$ cat src/rtl/uart_pkg.sv
// Shared definitions for the CPU output-port UART transmitter.
//   tx_state_t      : transmitter FSM states
//   UART_IDLE_LEVEL : level the serial line rests at between frames
package uart_pkg;

  typedef enum logic [1:0] {
    IDLE  = 2'd0,
    START = 2'd1,
    DATA  = 2'd2,
    STOP  = 2'd3
  } tx_state_t;

  localparam logic UART_IDLE_LEVEL = 1'b1;

endpackage

$ cat src/rtl/out_fifo.sv
// Synchronous FIFO buffering CPU result bytes ahead of the serialiser.
//   clk, reset  : rising-edge clock, synchronous active-low reset
//   push, data  : write data at the tail (ignored while full)
//   pop         : advance the head (ignored while empty)
//   head        : entry at the head, valid while !empty
//   count       : entries held; full/empty derive from it
module out_fifo #(
  parameter  int BUS_WIDTH  = 8,
  parameter  int FIFO_DEPTH = 8,
  localparam int CNT_W      = $clog2(FIFO_DEPTH + 1)
) (
  input  logic                 clk,
  input  logic                 reset,
  input  logic                 push,
  input  logic [BUS_WIDTH-1:0] data,
  input  logic                 pop,
  output logic [BUS_WIDTH-1:0] head,
  output logic [CNT_W-1:0]     count,
  output logic                 full,
  output logic                 empty
);

  localparam int PTR_W = $clog2(FIFO_DEPTH);

  logic [BUS_WIDTH-1:0] mem [FIFO_DEPTH];
  logic [PTR_W-1:0]     wr_ptr;
  logic [PTR_W-1:0]     rd_ptr;
  logic                 do_push;
  logic                 do_pop;

  assign full    = (count == CNT_W'(FIFO_DEPTH));
  assign empty   = (count == '0);
  assign do_push = push && !full;
  assign do_pop  = pop && !empty;
  assign head    = mem[rd_ptr];

  // Depth is a power of two, so the pointers wrap naturally at FIFO_DEPTH.
  always_ff @(posedge clk) begin
    if (!reset) begin
      wr_ptr <= '0;
      rd_ptr <= '0;
      count  <= '0;
    end else begin
      if (do_push) wr_ptr <= wr_ptr + PTR_W'(1);
      if (do_pop)  rd_ptr <= rd_ptr + PTR_W'(1);
      case ({do_push, do_pop})
        2'b10:   count <= count + CNT_W'(1);
        2'b01:   count <= count - CNT_W'(1);
        default: count <= count;
      endcase
    end
  end

  // NOTE: storage has no reset; only the pointers and count define validity,
  // and leaving the array unreset lets it map onto plain RAM/flops.
  always_ff @(posedge clk) begin
    if (do_push) mem[wr_ptr] <= data;
  end

endmodule

$ cat src/rtl/out_port_uart_tx.sv
// Captures strobed CPU result bytes into a FIFO and serialises each as an
// 8N1-style frame (start 0, data LSB first, stop 1) on tx.
//   clk, reset : rising-edge clock, synchronous active-low reset
//   in_data    : result byte from the CPU out_port
//   in_valid   : in_data should be transmitted
//   in_ready   : FIFO not full
//   tx         : registered serial line, idles high
//   busy       : frame in flight or bytes queued
//   fifo_count : entries queued
//   overflow   : sticky, a byte was offered while full
module out_port_uart_tx
  import uart_pkg::*;
#(
  parameter  int BUS_WIDTH    = 8,
  parameter  int FIFO_DEPTH   = 8,
  parameter  int CLKS_PER_BIT = 434,
  localparam int CNT_W        = $clog2(FIFO_DEPTH + 1)
) (
  input  logic                 clk,
  input  logic                 reset,
  input  logic [BUS_WIDTH-1:0] in_data,
  input  logic                 in_valid,
  output logic                 in_ready,
  output logic                 tx,
  output logic                 busy,
  output logic [CNT_W-1:0]     fifo_count,
  output logic                 overflow
);

  localparam int BAUD_W = $clog2(CLKS_PER_BIT);
  localparam int BIT_W  = (BUS_WIDTH > 1) ? $clog2(BUS_WIDTH) : 1;
  localparam logic [BAUD_W-1:0] BAUD_LAST = BAUD_W'(CLKS_PER_BIT - 1);
  localparam logic [BIT_W-1:0]  BIT_LAST  = BIT_W'(BUS_WIDTH - 1);

  tx_state_t            state_q, state_d;
  logic [BAUD_W-1:0]    baud_q, baud_d;
  logic [BIT_W-1:0]     bit_q, bit_d;
  logic [BUS_WIDTH-1:0] shift_q, shift_d;
  logic                 tx_q, tx_d;
  logic                 pop;
  logic [BUS_WIDTH-1:0] head;
  logic                 full;
  logic                 empty;
  logic                 baud_done;

  out_fifo #(
    .BUS_WIDTH  (BUS_WIDTH),
    .FIFO_DEPTH (FIFO_DEPTH)
  ) u_fifo (
    .clk   (clk),
    .reset (reset),
    .push  (in_valid),
    .data  (in_data),
    .pop   (pop),
    .head  (head),
    .count (fifo_count),
    .full  (full),
    .empty (empty)
  );

  assign in_ready  = !full;
  assign tx        = tx_q;
  assign busy      = (state_q != IDLE) || !empty;
  assign baud_done = (baud_q == BAUD_LAST);

  // NOTE: every variable gets a default before the case so no path leaves
  // one unassigned, which would otherwise infer a latch.
  always_comb begin
    state_d = state_q;
    baud_d  = baud_q;
    bit_d   = bit_q;
    shift_d = shift_q;
    tx_d    = tx_q;
    pop     = 1'b0;
    unique case (state_q)
      IDLE: begin
        tx_d = UART_IDLE_LEVEL;
        if (!empty) begin
          pop     = 1'b1;
          shift_d = head;
          tx_d    = 1'b0;
          baud_d  = '0;
          state_d = START;
        end
      end
      START: begin
        if (baud_done) begin
          baud_d  = '0;
          bit_d   = '0;
          tx_d    = shift_q[0];
          state_d = DATA;
        end else begin
          baud_d = baud_q + BAUD_W'(1);
        end
      end
      DATA: begin
        if (baud_done) begin
          baud_d  = '0;
          shift_d = shift_q >> 1;
          if (bit_q == BIT_LAST) begin
            tx_d    = UART_IDLE_LEVEL;
            state_d = STOP;
          end else begin
            bit_d = bit_q + BIT_W'(1);
            tx_d  = shift_d[0];
          end
        end else begin
          baud_d = baud_q + BAUD_W'(1);
        end
      end
      STOP: begin
        if (baud_done) begin
          baud_d  = '0;
          state_d = IDLE;
        end else begin
          baud_d = baud_q + BAUD_W'(1);
        end
      end
      default: state_d = IDLE;
    endcase
  end

  // NOTE: sequential state uses non-blocking assignments so every register
  // samples the pre-edge values regardless of statement order.
  always_ff @(posedge clk) begin
    if (!reset) begin
      state_q  <= IDLE;
      baud_q   <= '0;
      bit_q    <= '0;
      shift_q  <= '0;
      tx_q     <= UART_IDLE_LEVEL;
      overflow <= 1'b0;
    end else begin
      state_q <= state_d;
      baud_q  <= baud_d;
      bit_q   <= bit_d;
      shift_q <= shift_d;
      tx_q    <= tx_d;
      if (in_valid && !in_ready) overflow <= 1'b1;
    end
  end

endmodule

$ cat config.mk
export PLATFORM = sky130hd
export DESIGN_NAME = out_port_uart_tx
export DESIGN_NICKNAME = d
export VERILOG_FILES = /design/src/rtl/uart_pkg.sv /design/src/rtl/out_fifo.sv /design/src/rtl/out_port_uart_tx.sv
export SDC_FILE = /design/constraint.sdc
export NUM_CORES = 1
export LEC_CHECK = 0
export CORE_MARGIN = 3
export CORE_UTILIZATION = 35
export CTS_BUF_LIST = sky130_fd_sc_hd__clkbuf_16
export DETAILED_ROUTE_END_ITERATION = 7
export PLACE_DENSITY = 0.61
export SYNTH_ARGS = -nofsm -noshare
export SYNTH_HDL_FRONTEND = slang
export SYNTH_HIERARCHICAL = 1
export SYNTH_SLANG_ARGS = --single-unit
export TNS_END_PERCENT = 30
$ cat constraint.sdc
create_clock -name clk -period 2.38 [get_ports clk]
set_clock_uncertainty 0.1 [all_clocks]
set_input_delay 0.595 -clock clk [delete_from_list [all_inputs] [get_ports clk]]
set_output_delay 0.595 -clock clk [all_outputs]
set_load 0.01 [all_outputs]
==> results_dict.tcl <==
set metrics [dict create \
    status "completed" \
    switching_share 0.3192 \
    p_int_mw 3.902 \
    syn_to_final_growth_pct 19.76 \
    synth_seq_cells 101 \
    ctsLongestPathBuffers 2 \
    cts_hold_buf 0 \
    async_flop_share 0 \
    dp_cells 515 \
    synth_enable_flop_cells 64 \
    period_needed_ns 2.300 \
    final_layout_size_suffix_gt1_frac 0.2071 \
    cts-htree-levels 3 \
    vias 2666 \
    fin_hold_ws_ns 0.3684 \
    fp.coreArea_sq_um 12210 \
    gp_congestion 0.7483 \
    grt_max_degree 27 \
    clkTransAtPathRegs_ns 0.07 \
    fin_cells 535 \
    initial_core_util 0.3650 \
    syn_inst 315 \
    rsz0062_at_grt "true" \
    cpPeakStageDelay_ns 0.58 \
    syn_nets 339 \
    pwr-share-seq 0.382 \
    max_freq_ghz 0.4348 \
    peakVddDrop_v 0.0004535 \
    track_usage 0.1241 \
    synthFlopType "edfxtp_1" \
    hold_path_end "shift_q[0]$_SDFFE_PN0P_" \
    ys_seq_area_frac 0.5974 \
    yosysWarnings 6 \
    slowest_stage "or4b_4" \
    hold_violations 0 \
    grt_pass1_wl_mm 13.77 \
    clkPwrFrac 0.245 \
    path_cells "or4b_4 > inv_2 > inv_1 > clkdlybuf4s15_1" \
    hold_class "register to register" \
    io_buffers 18 \
    worst_pin_slew_ns 0.4738 \
    worst-r2r-cell-count 9 \
    avgViaCountPerCell 4.983 \
    crit_path_max_fanout 3 \
    std_cell_rows 40 \
    hp-start "shift_q[0]$_SDFFE_PN0P_" \
    gr-total-overflow 0 \
    final_util 0.4371 \
    cap_violations 0 \
    final_antenna_net_count 0 \
    dieArea_sq_um 14120 \
    critical-path-top-delay-family "simple AND/OR/NAND/NOR gates" \
    rr_endpoint "u_fifo/count[2]$_SDFFE_PN0P_" \
    diodes 0 \
    slew_viol_final 0 \
    drc_errors 0 \
    die_y_um 118.8 \
    crit_type "register to primary output" \
    cp.arrival_ns 1.60 \
    slew_headroom 0.6841 \
    first_pass_iters 5 \
    dpl.hpwl_mm 5.414 \
    comb_power_share 0.373 \
    syn-cell-area_sq_um 4457 \
    cp.required_ns 1.68 \
    rrSetupSlack_ns 0.08 \
    numCtsBuffers 9 \
    root_buffer "clkbuf_16" \
    layout.nets 386 \
    ios 19 \
    grt_pass1_vias 2647 \
    p_switching_mw 1.830 \
    path_buf_inv 3 \
    netlist-cell-type-count 52 \
    antenna_found_initial 0 \
    mostFrequentLayoutCell "edfxtp_1" \
    cts_sinks 101 \
    syn_area_per_cell_sq_um 14.15 \
    drt_iter0_drc 100 \
    worstSetupStartpointType "register" \
    final-setup-viol-count 0 \
    worstHoldPathCells 1 \
    final_cell_mix "edfxtp_1, dfxtp_1, buf_4" \
    powerDensity_nw_per_um2 1074 \
    fin_crit_sh 0.9663 \
    wl_per_cell_um 15.30 \
    critPathCaptureType "primary output" \
    r2r-start "u_fifo/count[1]$_SDFFE_PN0P_" \
    leakage_nw 1.870 \
    die_w_um 118.8 \
    drt-total-wl_mm 8.185 \
    cp_num_cells 4 \
    clock_latency_ns 0.34 \
    tritoncts "built" \
]
==> sequential cells by signal (all words and copies together) (netlist names), 2 cells and up, named ones only <==
signal,cells
shift_q,8
u_fifo/wr_ptr,3
state_q,2
u_fifo/mem,64
u_fifo/rd_ptr,3
bit_q,3
baud_q,9
u_fifo/count,4
==> timing repair <==
item / CTS / global route
gates resized for setup: 4 / 14
setup buffers: 0 / 4
pin swaps: 1 / 7
setup endpoints to repair: 3 / 4
==> cells in the mapped netlist, types with 6 or more instances <==
library cell	n	area, sq um
a21oi_1	10	50.05
a31oi_1	7	43.79
and2_1	7	43.79
clkbuf_1	6	22.52
dfxtp_1	37	740.7
edfxtp_1	64	1922
ha_1	13	162.7
inv_1	8	30.03
mux2_2	8	90.09
mux2i_1	6	60.06
mux4_1	15	394.1
nand2_1	19	71.32
nand2b_1	8	50.05
nand3_1	9	45.04
nor2_1	15	56.30
nor2b_1	6	37.54
o21a_1	9	67.56
o21ai_0	9	45.04
o221a_1	7	78.83
==> metrics by stage <==
step	power [mW]	setup slack, ns	TNS [ns]	cell area, sq um
detailed placement	4.270	-0.1575	-0.4160	4990
finish	5.731	0.08031	0	5338
CTS	5.688	0.002815	0	5274
global placement	4.236	-0.1351	-0.2329	4990
global route	6.125	-0.02838	-0.03618	5338
floorplan	3.624	0.002604	0	4479
==> power by group through the flow <==
stage	Sequential, mW	Combinational [mW]	Clock [mW]
global route	2.22	2.40	1.50
CTS	2.19	2.05	1.45
finish	2.19	2.14	1.40
global placement	2.22	2.02	0
floorplan	2.24	1.38	0
detailed placement	2.23	2.04	0
==> final cells by class <==
class                   count  area [sq um]
clock buffers               9         225.2
flip-flops and latches    101          2671
multi-input cells         193          1739
inverters                   9         33.78
clock inverters             7         57.56
repair buffers             48         400.4
fillers                  1155          6874
well taps                 168         210.2
==> logic make-up after synthesis <==
family / Yosys count / synth area share
XOR/XNOR: 6 / 0.01179
flip-flops: 101 / 0.5974
AO/OA/AOI/OAI: 54 / 0.08759
AND/OR/NAND/NOR: 90 / 0.1151
adder cells (fa/ha/maj): 13 / 0.03650
buffers and inverters: 21 / 0.02442
multiplexers: 30 / 0.1272
==> worst max path at each step <==
stage,to,startpoint,slack (ns)
2_1_floorplan,u_fifo/count[2]$_SDFFE_PN0P_,u_fifo/count[3]$_SDFFE_PN0P_,0.003
6_report,in_ready,u_fifo/count[1]$_SDFFE_PN0P_,0.08
4_1_cts,in_ready,u_fifo/count[0]$_SDFFE_PN0P_,0.003
5_1_grt,u_fifo/count[2]$_SDFFE_PN0P_,u_fifo/count[1]$_SDFFE_PN0P_,-0.03
3_5_place_dp,u_fifo/count[2]$_SDFFE_PN0P_,in_valid,-0.16
3_3_place_gp,u_fifo/count[2]$_SDFFE_PN0P_,in_valid,-0.14
==> worst register-to-register path: stages (launching register included) <==
cell	delay, ns
dfxtp_4	0.36
or4b_4	0.58
nand2_4	0.11
ha_4	0.14
xor2_1	0.15
ha_2	0.19
a21oi_2	0.04
xor2_1	0.14
or3_1	0.31
a21boi_1	0.12
==> layer usage <==
| metal | wire length (um) | track usage |
|---|---|---|
| met1 | 3816 | 0.1603 |
| met4 | 86 | 0.03910 |
| met3 | 272 | 0.03276 |
| met5 | 0 | 0 |
| met2 | 4011 | 0.2046 |
(Power assumes the default switching activity.)
